## config.mk

```make
export PLATFORM = sky130hd
export DESIGN_NAME = ms_bcd_counter
export DESIGN_NICKNAME = d
export VERILOG_FILES = /design/src/rtl/ms_bcd_counter.sv
export SDC_FILE = /design/constraint.sdc
export NUM_CORES = 1
export LEC_CHECK = 0
export BUFFER_PORTS_ARGS = -buffer_cell sky130_fd_sc_hd__clkbuf_2
export CORE_MARGIN = 3
export CORE_UTILIZATION = 45
export CTS_BUF_LIST = sky130_fd_sc_hd__clkbuf_4
export DETAILED_ROUTE_END_ITERATION = 10
export GPL_ROUTABILITY_DRIVEN = 0
export PLACE_DENSITY_LB_ADDON = 0.08
export SYNTH_ARGS = -nofsm -noshare
export SYNTH_HDL_FRONTEND = slang
export SYNTH_SLANG_ARGS = --single-unit
export TNS_END_PERCENT = 100
```

## constraint.sdc

```tcl
create_clock -name CLK -period 2.9 [get_ports CLK]
set_input_delay 0.145 -clock CLK [delete_from_list [all_inputs] [get_ports CLK]]
set_output_delay 0.145 -clock CLK [all_outputs]
set_load 0.01 [all_outputs]
```

## src/rtl/ms_bcd_counter.sv

```systemverilog
// Millisecond stopwatch: DIGITS-digit BCD counter with start/stop/clear FSM.
// Optional lap freeze of the displayed count is built when LAP_HOLD_EN is defined.

module ms_bcd_digit (
  input  logic       CLK,
  input  logic       RST,
  input  logic       clr,
  input  logic       inc,
  input  logic       hold,
  output logic [3:0] q,
  output logic       cout
);
  // Carry is independent of hold so the top can see the overflow before deciding to saturate
  assign cout = inc & (q == 4'd9);

  always_ff @(posedge CLK or posedge RST)
    if (RST)              q <= '0;
    else if (clr)         q <= '0;
    else if (inc & ~hold) q <= (q == 4'd9) ? 4'd0 : q + 4'd1;
endmodule

module ms_bcd_counter #(
  parameter int DIGITS = 4,
  parameter int WRAP   = 0
) (
  input  logic                CLK,
  input  logic                RST,
  input  logic                TICK,
  input  logic                BTN_SS,
  input  logic                BTN_CLR,
`ifdef LAP_HOLD_EN
  input  logic                LAP,
`endif
  output logic [4*DIGITS-1:0] BCD,
  output logic                RUNNING,
  output logic                OVF
);
  typedef enum logic [1:0] {IDLE, RUN, STOP, SAT} state_t;

  state_t                  state, nxt;
  logic                    ss_d, ss_edge;
  logic                    cnt_en, sat_hit;
  logic [DIGITS:0]         cy;
  logic [DIGITS-1:0][3:0]  cnt;

  assign ss_edge = BTN_SS & ~ss_d;
  assign cnt_en  = TICK & (state == RUN) & ~BTN_CLR;
  assign cy[0]   = cnt_en;
  // cy[DIGITS] fires exactly when a counted tick meets all-nines
  assign sat_hit = cy[DIGITS] & (WRAP == 0);

  genvar i;
  generate
    for (i = 0; i < DIGITS; i++) begin : g_dig
      ms_bcd_digit u_dig (
        .CLK  (CLK),
        .RST  (RST),
        .clr  (BTN_CLR),
        .inc  (cy[i]),
        .hold (sat_hit),
        .q    (cnt[i]),
        .cout (cy[i+1])
      );
    end
  endgenerate

  // Delay register resets high so a button held through reset is not an edge
  always_ff @(posedge CLK or posedge RST)
    if (RST) ss_d <= 1'b1;
    else     ss_d <= BTN_SS;

  always_comb begin
    nxt = state;
    if (BTN_CLR) nxt = IDLE;
    else begin
      case (state)
        IDLE:    if (ss_edge) nxt = RUN;
        RUN:     if (sat_hit) nxt = SAT;
                 else if (ss_edge) nxt = STOP;
        STOP:    if (ss_edge) nxt = RUN;
        SAT:     nxt = SAT;
        default: nxt = IDLE;
      endcase
    end
  end

  always_ff @(posedge CLK or posedge RST)
    if (RST) begin
      state   <= IDLE;
      RUNNING <= 1'b0;
      OVF     <= 1'b0;
    end else begin
      state   <= nxt;
      RUNNING <= (nxt == RUN);
      if (BTN_CLR)         OVF <= 1'b0;
      else if (cy[DIGITS]) OVF <= 1'b1;
    end

`ifdef LAP_HOLD_EN
  logic                   lap_d, lap_edge, frz;
  logic [DIGITS-1:0][3:0] hold_q;

  assign lap_edge = LAP & ~lap_d;

  always_ff @(posedge CLK or posedge RST)
    if (RST) begin
      lap_d  <= 1'b1;
      frz    <= 1'b0;
      hold_q <= '0;
    end else begin
      lap_d <= LAP;
      if (BTN_CLR) frz <= 1'b0;
      else if (frz) begin
        if (lap_edge || (state == RUN && (nxt == STOP || nxt == SAT))) frz <= 1'b0;
      end else if (lap_edge && state == RUN) begin
        frz    <= 1'b1;
        hold_q <= cnt;
      end
    end

  assign BCD = frz ? hold_q : cnt;
`else
  assign BCD = cnt;
`endif
endmodule

```

# Word level (Yosys, flattened, before mapping)
# Cells that the tools add are included.
# op_classes
add_sub_neg,4
n_eq_ne,8
n_reduce_logical,7
n_bitwise,14
muxes,19
# ops
cell,n
$mux W4,12
$add A4 B1 Y4 const B,4
$eq A4 B4 Y1 const B,4
$and A1 B1 Y1,11
$reduce_bool A2 Y1,5
$mux W2,4
$pmux W2 S3,1
$eq A2 B1 Y1 const B,2
$eq A2 B2 Y1 const B,2
$not A1 Y1,3
$logic_not A2 Y1,1
$mux W1,2
$reduce_or A2 Y1,1
# word_totals
reg_bits,21
out_inout_bits,18
in_bits,5

# Logic depth before layout (Yosys ltp)
# logic_depth
depth_word,11
mapped_depth,7

# Cells and area by module
# Synthesis repeated with hierarchy kept, for this count alone.
# unflattened
cells_unflattened,128
area_unflattened_um2,1221.2
# modules_own_cells
module,area_each_um2,instances,cells_per_inst
ms_bcd_digit,252.7,4,27
ms_bcd_counter,210.2,1,20

# Worst setup path before layout
# No wires, ideal clock.
# synth_path
path_kind,reg2reg
start,reg g_dig[0].u_dig.q[1]
end,reg state[0]
synth_period_minus_slack_ns,1.747
setup_time_ns,0.096
arrival_ns,1.651
n_path_buf,1
setup_slack_ns,1.153
path_stages_with_launch,8
required_ns,2.804
cell_sequence,dfrtp_1 > inv_1 > ha_1 > and3b_1 > buf_2 > nand3_4 > or3_4 > a311oi_2
# synth_between
elab_chain_len,8
# synth_rtl
element,line_no,source
"start, declared",10,"output logic [3:0] q,"
"start signal, assigned",19,else if (inc & ~hold) q <= (q == 4'd9) ? 4'd0 : q + 4'd1;
$eq A4 B4 Y1,14,assign cout = inc & (q == 4'd9);
$and A1 B1 Y1 (4 in a row),14,
$mux W2,78,RUN: if (sat_hit) nxt = SAT;
$pmux W2 S3,76,case (state)
$mux W2,74,if (BTN_CLR) nxt = IDLE;
named net nxt[0],40,"state_t state, nxt;"
"end signal, assigned",93,state <= nxt;
"end, declared",40,
# The timed path passes the listed nets, and every way through them passes these cells.
# A chain may end at the register's enable or synchronous reset.

# Final worst setup path
# Same ends and word-level chain as after synthesis.

==> key figures <==
Run status
  • Status: completed

Clocking
  • CTS H-tree lvls: 1
  • Max clock buf depth: 2
  • Total CTS buffers: 3
  • Sink Count: 21
  • TritonCTS clock tree: built
  • Clock transition at path regs: 120 ps
  • CTS resizes: 0
  • CTS Root Cell: clkbuf_4
  • Skew-Pair Late Insertion Delay: 310 ps

Synth
  • Synth Instances: 124
  • Avg Synthesized Cell Area: a little under 10 um^2
  • Synth warn: 0
  • Register area share after synthesis: 0.430
  • Cell taking the most area after synthesis: dfrtp_1
  • Count leader, synth: dfrtp_1
  • Ys flop type: dfrtp_1
  • Mux contribution to synthesized area: 0.0245
  • Number of flops mapped to enable cells by yosys: 0
  • Synth top area share: 0.409
  • Post-Syn Nets: ~140
  • Synth Area in Simple Gates: 0.282
  • Yosys reg bits: 21
  • Synth Cell Area: about 1200 um^2
  • Largest family of logic cells by synthesized area: simple AND/OR/NAND/NOR gates
  • Top area cells in the synthesized netlist: dfrtp_1 41%, ha_1 8.2%, a21oi_1 4.9%
  • Synth cell types: 37
  • Async SR Flop Fraction: 1.00
  • Adder-cell share of the synthesized area: 0.0817
  • Compound-gate portion of the synthesized area: 0.130
  • Post-synthesis xor/xnor area fraction: 0.00715
  • Commonest cells in the netlist: 20 x dfrtp_1, 12 x a21oi_1, 10 x nor2_1

Cells and area
  • Fillers: 237
  • Share of post-route cells with drive strength above 1: 0.211
  • ANT cells: 0
  • Nets: 161
  • P&R area growth vs syn: 13.6%
  • Final Core Density: 0.552

Detailed routing
  • Total detailed-routing wirelength: 2350 um
  • Initial drt markers: 20
  • Detailed-route vias per instance: 5.56
  • Drt pass-1 iters: 4
  • Detail Route Antenna Nets: 0
  • Routed len/inst: 13.3 um
  • DRC viols: 0
  • Vias: around 990

STA
  • Total negative slack: 0 ps
  • Fmax: 511 MHz
  • RSZ-0062 raised after global routing: false
  • Worst Tran Pin Value: 808 ps
  • Final setup fails: 0
  • Count of final max-slew check failures: 0
  • Final Hold Violating Endpoints: 0
  • Post-route clock skew: 15.7 ps
  • Final Cycle Share: 0.675
  • Rel. slew slack: 0.461
  • Min Clock Period, post-route: 1960 ps

Global route
  • GRT overflow: 0
  • First-pass GRT wire length: between 4000 and 5000 um
  • GRT Util Overall: 0.158
  • Largest net degree at the start of global routing: 24
  • Initial antenna violation count: 0
  • Vias in the first global route: 919

Die
  • Die Area: approximately 3400 um^2
  • Initial cell density of the core: 0.486
  • Io pins: 23
  • Die Y: 58.2 um
  • Die X-Extent: 58.2 um
  • Cell row count: 18
  • Core Region: ~2500 um^2

Critical path
  • CP required: 3130 ps
  • Crit path cell chain: inv_1, ha_1, and3b_1, nand3_4, or3_4, a311oi_2
  • Crit path max fanout: 9
  • Slowest-stage cell, CP: dfrtp_1
  • Critical Path End Type: register
  • Critical Path AT: 2190 ps
  • Critical path class: register to register
  • CP Launch Type: register
  • Crit-path max cell delay: about 450 ps

Flow run
  • Max-capacitance violation count: 0

Power
  • Maximum VDD drop: 0.367 mV
  • P_leak: 0.637 nW
  • PD cells: 347 nW/um^2

Hold path
  • Min-delay worst type: primary input to register

Placement
  • DP Wirelength: 1700 um
  • Port-buffer cells: 22
-- flip-flops by register name (all words and copies together) (netlist names) --
| register | flops |
|---|---|
| RUNNING | 1 |
| state | 2 |
| OVF | 1 |
| ss_d | 1 |
| g_dig.u_dig.q | 16 |
-- worst max-delay path: cells and delay by family (launching register included) --
kind	cells	cell delay (ps)
AOI/OAI and AO/OA	1	260
DFF	1	450
adders and majority gates	1	160
and+or+nand+nor	3	940
buffers and inverters	1	70
-- cell type report --
cell class,instances,area [um^2],area share
Multi-Input combinational cell,91,643,0.462
Sequential cell,21,527,0.379
Timing Repair Buffer,24,130,0.0935
Tap cell,30,37.5,0.0270
Inverter,7,26.3,0.0189
Clock buffer,3,22.5,0.0162
Clock inverter,1,5.00,0.00360
-- metrics by stage --
stage / setup slack [ps] / total power (W) / instances / hold WS, ps / area [um^2]
2_1_floorplan: 1150 / 0.000335 / 124 / 121 / 1220
3_3_place_gp: 1020 / 0.000346 / 171 / 244 / 1340
3_5_place_dp: 962 / 0.000347 / 171 / 247 / 1340
4_1_cts: 943 / 0.000496 / 177 / 266 / 1390
5_1_grt: 800 / 0.000510 / 177 / 287 / 1390
6_report: 943 / 0.000483 / 177 / 281 / 1390
-- cell families (layout without fill, tap and decap cells) --
group / Yosys count / count (layout)
AOI/OAI and AO/OA: 25 / 25
xor gates and xnor gates: 1 / 1
adders and majority gates: 8 / 8
buffers and inverters: 12 / 35
DFF: 21 / 21
muxes: 3 / 3
and+or+nand+nor: 54 / 54
-- worst paths after layout --
check	startpoint	end	slack (ps)	depth (start not counted)
setup / recovery	g_dig[0].u_dig.q[1]	state[0]	940	6
max in group asynchronous	RST	state[1]	1880	3
hold reg to reg	OVF	OVF	530	2
hold / removal	TICK	g_dig[0].u_dig.q[1]	280	3
min in group asynchronous	RST	g_dig[3].u_dig.q[3]	500	3
setup reg to reg	g_dig[0].u_dig.q[1]	state[0]	940	6
-- per-layer routing --
layer / up-vias / GRT usage / wire length, um
li1: 504 / - / -
met1: 460 / 0.209 / 1200
met2: 19 / 0.247 / 1040
met3: 2 / 0.0490 / 95
met4: 0 / 0.0464 / 13
met5: - / 0 / 0
-- power by group --
group / internal [W] / switching (W)
clock network: 0.0000516 / 0.0000886
registers: 0.000299 / 0.00000668
logic: 0.0000144 / 0.0000227
total: 0.000365 / 0.000118
-- layout by cell type, fill, tap and decap left out, types with 2 or more instances in the layout --
cell,instances
nor2b_1,2
nand3b_1,5
inv_1,7
clkbuf_4,3
dfrtp_1,20
clkbuf_2,22
ha_1,8
nor2_1,10
a31oi_1,2
or4_1,2
dlygate4sd3_1,2
o21ai_0,4
nand2_1,7
and3b_1,3
nand3_1,7
a21oi_1,12
or3_1,7
nor4_1,2
mux2i_1,3
-- what timing repair did --
action                                  in CTS  in global routing
endpoints found under the setup margin       0                  0
hold buffers                                 2                  0
buffers inserted                             0                  0
endpoints found under the hold margin       21                  0
(Power assumes the default switching activity.)
